### src/rtl/seq_stream_ctrl.sv
// seq_stream_ctrl: serialises words from a valid/ready stream and counts overlapping PATTERN matches.
// Optional build macro SEQ_LSB_FIRST_EN serialises each word LSB-first (default MSB-first).
module seq_stream_ctrl #(
   parameter int         DATA_W  = 8,
   parameter int         CNT_W   = 8,
   parameter logic [3:0] PATTERN = 4'b1001
) (
   input  logic              clk,
   input  logic              rst,
   input  logic              i_start,
   input  logic              i_abort,
   input  logic [CNT_W-1:0]  i_threshold,
   input  logic [DATA_W-1:0] i_in_data,
   input  logic              i_in_valid,
   output logic              o_in_ready,
   output logic              o_bit_out,
   output logic              o_bit_vld,
   output logic              o_match,
   output logic [CNT_W-1:0]  o_match_cnt,
   output logic              o_busy,
   output logic              o_done
);

   localparam int               IDX_W    = (DATA_W > 1) ? $clog2(DATA_W) : 1;
   localparam logic [IDX_W-1:0] LAST_IDX = IDX_W'(DATA_W - 1);
   localparam logic [CNT_W-1:0] CNT_MAX  = '1;

   typedef enum logic [1:0] {IDLE, ARMED, SHIFT, HALT} state_t;

   state_t            r_state;
   state_t            w_next_state;
   logic [DATA_W-1:0] r_shreg;
   logic [IDX_W-1:0]  r_bit_idx;
   logic [2:0]        r_hist;
   logic [2:0]        r_fill;
   logic              r_match;
   logic [CNT_W-1:0]  r_match_cnt;

   logic              w_serial_bit;
   logic [DATA_W-1:0] w_shreg_next;
   logic              w_normal;
   logic              w_accept;
   logic              w_shift;
   logic              w_hit;
   logic [CNT_W-1:0]  w_cnt_inc;
   logic              w_halt;

`ifdef SEQ_LSB_FIRST_EN
   assign w_serial_bit = r_shreg[0];
   assign w_shreg_next = r_shreg >> 1;
`else
   assign w_serial_bit = r_shreg[DATA_W-1];
   assign w_shreg_next = r_shreg << 1;
`endif

   // abort outranks start, and both outrank every normal-flow action.
   assign w_normal  = !i_abort && !i_start;
   assign w_accept  = (r_state == ARMED) && w_normal && i_in_valid;
   assign w_shift   = (r_state == SHIFT) && w_normal;
   assign w_hit     = w_shift && ({r_hist, w_serial_bit} == PATTERN) && (r_fill >= 3'd3);
   assign w_cnt_inc = (r_match_cnt == CNT_MAX) ? r_match_cnt : r_match_cnt + CNT_W'(1);
   assign w_halt    = w_hit && (i_threshold != '0) && (w_cnt_inc == i_threshold);

   // NOTE: sequential state uses non-blocking (<=) so every register samples pre-edge values.
   always_ff @(posedge clk or posedge rst) begin
      if (rst) r_state <= IDLE;
      else     r_state <= w_next_state;
   end

   always_comb begin
      w_next_state = r_state;
      if (i_abort) begin
         w_next_state = IDLE;
      end else if (i_start) begin
         w_next_state = ARMED;
      end else begin
         case (r_state)
            ARMED:   if (i_in_valid) w_next_state = SHIFT;
            SHIFT:   if (w_halt) w_next_state = HALT;
                     else if (r_bit_idx == LAST_IDX) w_next_state = ARMED;
            default: w_next_state = r_state;
         endcase
      end
   end

   always_ff @(posedge clk or posedge rst) begin
      if (rst) begin
         r_shreg     <= '0;
         r_bit_idx   <= '0;
         r_hist      <= '0;
         r_fill      <= '0;
         r_match     <= 1'b0;
         r_match_cnt <= '0;
      end else begin
         r_match <= w_hit;
         if (i_abort) begin
            r_shreg   <= '0;
            r_bit_idx <= '0;
            r_hist    <= '0;
            r_fill    <= '0;
         end else if (i_start) begin
            r_shreg     <= '0;
            r_bit_idx   <= '0;
            r_hist      <= '0;
            r_fill      <= '0;
            r_match_cnt <= '0;
         end else if (w_accept) begin
            r_shreg   <= i_in_data;
            r_bit_idx <= '0;
         end else if (w_shift) begin
            // History carries across words so a match may straddle a word boundary.
            r_shreg   <= w_shreg_next;
            r_bit_idx <= r_bit_idx + IDX_W'(1);
            r_hist    <= {r_hist[1:0], w_serial_bit};
            r_fill    <= (r_fill == 3'd4) ? r_fill : r_fill + 3'd1;
            if (w_hit) r_match_cnt <= w_cnt_inc;
         end
      end
   end

   // NOTE: every output gets a default before the case so no path infers a latch.
   always_comb begin
      o_in_ready  = 1'b0;
      o_bit_out   = 1'b0;
      o_bit_vld   = 1'b0;
      o_busy      = 1'b0;
      o_done      = 1'b0;
      o_match     = r_match;
      o_match_cnt = r_match_cnt;
      case (r_state)
         ARMED: begin
            o_busy     = 1'b1;
            o_in_ready = w_normal;
         end
         SHIFT: begin
            o_busy    = 1'b1;
            o_bit_vld = 1'b1;
            o_bit_out = w_serial_bit;
         end
         HALT:    o_done = 1'b1;
         default: ;
      endcase
   end

endmodule

### config.mk
export PLATFORM = sky130hd
export DESIGN_NAME = seq_stream_ctrl
export DESIGN_NICKNAME = d
export VERILOG_FILES = /design/src/rtl/seq_stream_ctrl.sv
export SDC_FILE = /design/constraint.sdc
export NUM_CORES = 1
export LEC_CHECK = 0
export ABC_CLOCK_PERIOD_IN_PS = 2900
export BUFFER_PORTS_ARGS = -buffer_cell sky130_fd_sc_hd__buf_4
export CAP_MARGIN = 15
export CORE_UTILIZATION = 55
export CTS_CLUSTER_DIAMETER = 40
export DETAILED_ROUTE_END_ITERATION = 12
export PLACE_DENSITY = 0.79
export SLEW_MARGIN = 30
export SYNTH_ARGS = -nofsm -noshare
export SYNTH_HDL_FRONTEND = slang
export SYNTH_SLANG_ARGS = --single-unit
export TNS_END_PERCENT = 10
### constraint.sdc
create_clock -name clk -period 2.9 [get_ports clk]
set_input_delay 0.87 -clock clk [delete_from_list [all_inputs] [get_ports clk]]
set_output_delay 0.87 -clock clk [all_outputs]
set_load 0.1 [all_outputs]
==> results of run 1 <==
## how the worst min path moves through the flow
| stage | from | end | slack (ns) | depth (start not counted) |
|---|---|---|---|---|
| global route | r_hist[2]$_DFFE_PP0P_ | r_hist[2]$_DFFE_PP0P_ | 0.56 | 1 |
| floorplan | r_hist[2]$_DFFE_PP0P_ | r_hist[2]$_DFFE_PP0P_ | 0.46 | 1 |
| CTS | r_hist[2]$_DFFE_PP0P_ | r_hist[2]$_DFFE_PP0P_ | 0.52 | 1 |
| finish | r_hist[2]$_DFFE_PP0P_ | r_hist[2]$_DFFE_PP0P_ | 0.51 | 1 |
| global placement | r_hist[2]$_DFFE_PP0P_ | r_hist[2]$_DFFE_PP0P_ | 0.48 | 1 |
| detailed placement | r_hist[2]$_DFFE_PP0P_ | r_hist[2]$_DFFE_PP0P_ | 0.48 | 1 |
## state kept, by name, indices dropped and copies added, names as in the netlist
| name | cells |
|---|---|
| r_state | 2 |
| r_fill | 3 |
| o_match_cnt | 8 |
| r_bit_idx | 3 |
| o_match | 1 |
| r_hist | 3 |
| r_shreg | 8 |
## area by class of cell
cell class,count,area (µm²),area share
tap,46,57.6,0.0257
clock buffer,3,22.5,0.0101
clock inverter,1,30.0,0.0134
multi-input combinational,166,1100,0.492
inverter,11,41.3,0.0185
timing repair buffer,38,285,0.128
sequential,28,701,0.313
## cells in the final DEF (no fill, tap or decap), types with 3 or more instances in the layout
cell and n:
buf_4 38, dfrtp_1 28, nor2_1 21, nand2_1 14
o21ai_0 14, inv_1 11, mux2i_1 10, a21oi_1 10
a211oi_1 9, ha_1 8, nand3_1 7, nor3_1 6
and3_1 5, nand4_1 5, o22a_1 5, a31oi_1 5
nor4_1 4, xnor2_1 4, a32o_1 3, and4_1 3
nor2b_1 3, clkbuf_4 3
## critical path, stage by stage (launching register included)
cell and delay, ns:
dfrtp_1 0.53, ha_1 0.49, nand3_2 0.20, xnor2_1 0.17
or3_1 0.30, a311oi_1 0.37, nand4_1 0.23, a31oi_1 0.22
## metrics by stage
stage	utilization	total power (W)	std cells
after floorplan	-	0.000627	218
after global placement	0.655	0.000693	289
after detailed placement	0.655	0.000693	289
after CTS	0.670	0.000948	293
after global routing	0.670	0.000987	293
final	0.670	0.000946	293
## layer usage
metal / share of wire / wire length, µm
met1: 0.47 / 1920
met2: 0.47 / 1920
met3: 0.043 / 175
met4: 0.021 / 87
met5: 0 / 0
## kinds of logic (layout without fill, tap and decap cells)
kind of cell,count (synthesis),in the layout
AOI/OAI and AO/OA,61,61
xor gates and xnor gates,4,4
adders and majority gates,9,9
buffers and inverters,24,53
DFF,28,28
muxes,12,12
and+or+nand+nor,80,80
## report_power, final
part	switching (W)	internal (W)
logic	0.000169	0.0000816
registers	0.0000327	0.000403
clock network	0.000120	0.000140
total	0.000322	0.000625
==> impl_results.md, run 1 <==
* Post-synthesis simple-gate area fraction at 0.215
* Diode count at 0
* PD cells at about 420 nW/µm²
* Synth Warn # at 0
* Die width at between 60 and 70 µm
* Largest net degree at the start of global routing at 29
* Vias post-DR at between 1,500 and 2,000
* Avg Cell Area, Syn at between 8 and 9 µm²
* Post-synth EDFFs at 0
* Worst r2r path cells at 7
* Worst slew margin at 0.444
* Synth Cell Area at about 1900 µm²
* Grt total ovfl at 0
* Layer with the highest usage: met2
* CP max FO at 11
* CTS Buf Count at 3
* Clk slew on worst S/H paths at 0.15 ns
* Asr flop ratio synth at 1.00
* Area fraction in compound gates after synthesis at 0.216
* FF-to-FF setup slack at roughly 0.33 ns
* Post-layout minimum cycle time at 2.57 ns
* Post-synth top area cell: dfrtp_1
* Prevailing post-synth register cell: dfrtp_1
* Fill cells at around 270
* Critical path arrival at between 2 and 3 ns
* R2r endpoint: r_state[1]$_DFFE_PP0P_
* CP startpoint kind: register
* Layout cells sized above 1 at 0.206
* Final Slew Violations at 0
* Worst EP required at approximately 3.2 ns
* Post-Route WL at approximately 4000 µm
* Worst Setup SP: o_match_cnt[0]$_DFFE_PP0P_
* Max clock buf depth at 2
* Vias in the first global route at 1,482
* M1 GR Usage at 0.333
* H-tree Lvls at 1
* Drt pass-1 iters at 4
* Synth Area in Adders at 0.0589
* Area share of the largest cell type after synthesis at 0.366
* Initial Utilization at 0.573
* Met2 usage at 0.392
* Number of hold buffers added after CTS at 0
* Final hold slack at 0.512 ns
* Setup violators final at 0
* Top-count cell post-synth: dfrtp_1
* CP endpoint: r_state[1]$_DFFE_PP0P_
* Die H at roughly 60 µm
* Seq/Total Area, Yosys at 0.366
* Post-DP Area at approximately 2200 µm²
* Die area at roughly 3700 µm²
* Vias/cell at slightly below 6
* Met3 Use GR at 0.0299
* PortBufs at 34
* Initial DRC count at about 140
* Slew of the pin with the lowest slew margin at between 0.8 and 0.9 ns
* Combinational family with the most area after synthesis: compound AO/OA/AOI/OAI gates
* Clk_lat worst skew at between 0.3 and 0.4 ns
* Hold WC Path Type: register to register
* Core Area at approximately 3300 µm²
* First-pass GRT wire length at 6690 µm
* Root Driver: clkbuf_4
* Setup tns final at 0 ns
* Setup bufs post-CTS at 0
* Fin area at between 2000 and 2500 µm²
* Synth cell count leaders: 28 x dfrtp_1, 21 x nor2_1, 14 x nand2_1, 14 x o21ai_0, 11 x inv_1
* Area contributors post-synth: dfrtp_1 37%, ha_1 5.9%, mux2i_1 5.2%
* DRT antenna net count at 0
* Synth-to-Final Area Change at 16.9%
* IO Count at 35
* DRC viols at 0
* CTS tree: yes
* GPL Wtd Cong at between 0.9 and 1
* Syn Inst Count at between 200 and 250
* Final #Nets at roughly 280
* Xor/xnor share of the synthesized area at 0.0183
* Count of different cell masters after synthesis at 47
* Setup CP Type: register to register
* Worst Setup End Kind: register
* Fin. Hold Viols at 0
* RSZ-0062 raised after global routing: false
* Yosys reg bits at 28
* Final setup margin at about 0.33 ns
* Max-Cap Viols at 0
* Clock sinks at 28
* Leak pwr at between 0.9 and 1 nW
* Place WS at about 0.34 ns
* Worst IR Drop VDD at slightly below 0.3 mV
* Status: complete, no violations
* Fin crit share at 0.885
* Row count at 21
* Post-Synthesis Net Count at ~250
* GR Util All Layers at 0.245
* Reg-to-Reg Start: o_match_cnt[0]$_DFFE_PP0P_
* Achievable Freq at 390 MHz
* DR WL/cell at 14.0 µm
* Initial antenna violation count at 0
* HPWL after DPL at 3040 µm
* Resized cells post-CTS at 0
* Post-synthesis mux area share at 0.0641
* Final Skew at ~0.0064 ns
Note: power is estimated with default switching activity, not from simulation.
==> run 2, diff against run 1 <==
--- a/config.mk
+++ b/config.mk
@@ -5,7 +5,7 @@
 export SDC_FILE = /design/constraint.sdc
 export NUM_CORES = 1
 export LEC_CHECK = 0
-export ABC_CLOCK_PERIOD_IN_PS = 2900
+export ABC_CLOCK_PERIOD_IN_PS = 2500
 export BUFFER_PORTS_ARGS = -buffer_cell sky130_fd_sc_hd__buf_4
 export CAP_MARGIN = 15
 export CORE_UTILIZATION = 55
==> constraint.sdc (replaced) <==
create_clock -name clk -period 2.5 [get_ports clk]
set_input_delay 0.75 -clock clk [delete_from_list [all_inputs] [get_ports clk]]
set_output_delay 0.75 -clock clk [all_outputs]
set_load 0.1 [all_outputs]
==> impl_results.md, run 2 (synthesis gave the netlist of run 1 again) <==
* Status: complete, no violations
* Clk slew on worst S/H paths at between 0.15 and 0.2 ns
* DR WL/cell at around 16 µm
* CP startpoint kind: register
* Initial antenna violation count at 0
* Initial Utilization at 0.573
* Worst IR Drop VDD at ~0.4 mV
* CTS tree: yes
* Max clock buf depth at 2
* Root Driver: clkbuf_4
* Vias in the first global route at between 1,500 and 2,000
* Dpl cells at around 300
* Grt total ovfl at 0
* Drt pass-1 iters at 4
* Clock network fraction of design power at 0.276
* R2r endpoint: r_state[1]$_DFFE_PP0P_
* PD cells at just under 500 nW/µm²
* Layout cells sized above 1 at 0.234
* Clk_lat worst skew at ~0.34 ns
* Most frequent cells in the layout: 43 x buf_4, 26 x dfrtp_1, 21 x nor2_1
* Clock sinks at 28
* Max-Cap Viols at 0
* Core Area at about 3300 µm²
* Post-Route WL at 4650 µm
* Hold WC Path Type: input pin to async pin
* Die area at 3720 µm²
* CP max FO at 20
* Die width at 61.0 µm
* H-tree Lvls at 1
* CTS Buf Count at 3
* Total power at around 0.0011 W
* Synth-to-Final Area Change at 19.3%
* First-pass GRT wire length at 7400 µm
* Area of the multi-input gates at approximately 1100 µm²
* Initial DRC count at 123
* Final Non-Filler Cells at ~300
* Combinational power share at 0.269
* Fin area at ~2300 µm²
* Reg power frac at 0.455
* Vias post-DR at 1,787
* Commonest non-fill, non-tap cell in the layout: buf_4
* Register area at about 700 µm²
* HPWL after DPL at between 3000 and 4000 µm
* GPL Wtd Cong at around 0.98
* Int Power at roughly 0.00073 W
* Number of hold buffers added after CTS at 0
* Worst slew margin at 0.703
* IO Count at 35
* Largest net degree at the start of global routing at 29
* Setup bufs post-CTS at 0
* Final #Nets at between 200 and 300
* DRT antenna net count at 0
* Worst r2r path cells at 6
* DRC viols at 0
* Post-layout minimum cycle time at ~2.4 ns
* GR Util All Layers at 0.270
* Setup CP Type: register to output port
* Reg-to-Reg Start: o_match_cnt[2]$_DFFE_PP0P_
* Final Skew at between 0.01 and 0.015 ns
* FF-to-FF setup slack at about 0.27 ns
* Setup violators final at 0
* Diode count at 0
* Worst EP required at 1.75 ns
* Post-DP Area at about 2200 µm²
* Worst Setup End Kind: output port
* Fin. Hold Viols at 0
* Resized cells post-CTS at 0
* Vias/cell at between 5 and 6
* Fill cells at slightly below 300
* Psw at 0.000387 W
* Final Slew Violations at 0
* Leak pwr at between 0.9 and 1 nW
* Critical path arrival at ~1.7 ns
* Slew of the pin with the lowest slew margin at around 0.45 ns
* Fin crit share at 0.975
* RSZ-0062 raised after global routing: false
* Achievable Freq at between 400 and 500 MHz
* Die H at between 60 and 70 µm
* PortBufs at 34
* Net Sw Frac at 0.346
* Row count at 21
-- run 2: cell types whose count changed in the layout (fill, tap and decap cells not counted) --
cell,previous run,this run
o21ai_1,1,0
and2_2,1,0
buf_4,38,43
dfrtp_1,28,26
dfrtp_2,0,2
o21ai_2,0,1
and2_4,0,1
-- run 2: worst max-delay path, stage by stage, from the launching register on --
cell and delay [ns]:
dfrtp_1 0.45, inv_1 0.09, ha_2 0.19, buf_4 0.28, buf_4 0.35
-- run 2: power groups by stage --
stage / registers [W] / logic (W) / clock network (W)
2_1_floorplan: 0.000578 / 0.000151 / 0
3_3_place_gp: 0.000514 / 0.000297 / 0
3_5_place_dp: 0.000515 / 0.000298 / 0
4_1_cts: 0.000506 / 0.000300 / 0.000304
5_1_grt: 0.000511 / 0.000323 / 0.000319
6_report: 0.000508 / 0.000300 / 0.000308
-- run 2: worst max path at each step --
stage / from / endpoint
floorplan: i_start / r_shreg[3]$_DFFE_PP0P_
global placement: r_fill[0]$_DFFE_PP0P_ / o_match_cnt[0]$_DFFE_PP0P_
detailed placement: r_fill[0]$_DFFE_PP0P_ / o_match_cnt[0]$_DFFE_PP0P_
CTS: r_state[0]$_DFFE_PP0P_ / o_bit_vld
global route: r_state[0]$_DFFE_PP0P_ / o_bit_vld
finish: r_state[0]$_DFFE_PP0P_ / o_bit_vld
-- run 2: area by class of cell --
| cell class | instances | area share |
|---|---|---|
| clock buffer | 3 | 0.00987 |
| clock inverter | 1 | 0.0132 |
| inverter | 11 | 0.0181 |
| multi-input combinational | 166 | 0.484 |
| sequential | 28 | 0.308 |
| tap | 46 | 0.0252 |
| timing repair buffer | 43 | 0.141 |
-- run 2: per-layer routing --
metal | share of wire | track usage | wire length (µm) | up-vias
met5 | 0 | 0 | 0 | -
met4 | 0.020 | 0.0877 | 91 | 0
met3 | 0.050 | 0.0320 | 233 | 8
met2 | 0.50 | 0.463 | 2310 | 62
met1 | 0.43 | 0.354 | 2020 | 851
li1 | - | - | - | 866
-- run 2: metrics by stage --
| stage | worst slack (ns) | TNS [ns] | util | hold slack, ns |
|---|---|---|---|---|
| after floorplan | -0.0735 | -0.708 | - | 0.458 |
| after global placement | 0.218 | 0 | 0.667 | 0.473 |
| after detailed placement | 0.118 | 0 | 0.667 | 0.474 |
| after CTS | 0.0731 | 0 | 0.683 | 0.463 |
| after global routing | 0.0126 | 0 | 0.684 | 0.494 |
| final | 0.0622 | 0 | 0.684 | 0.440 |
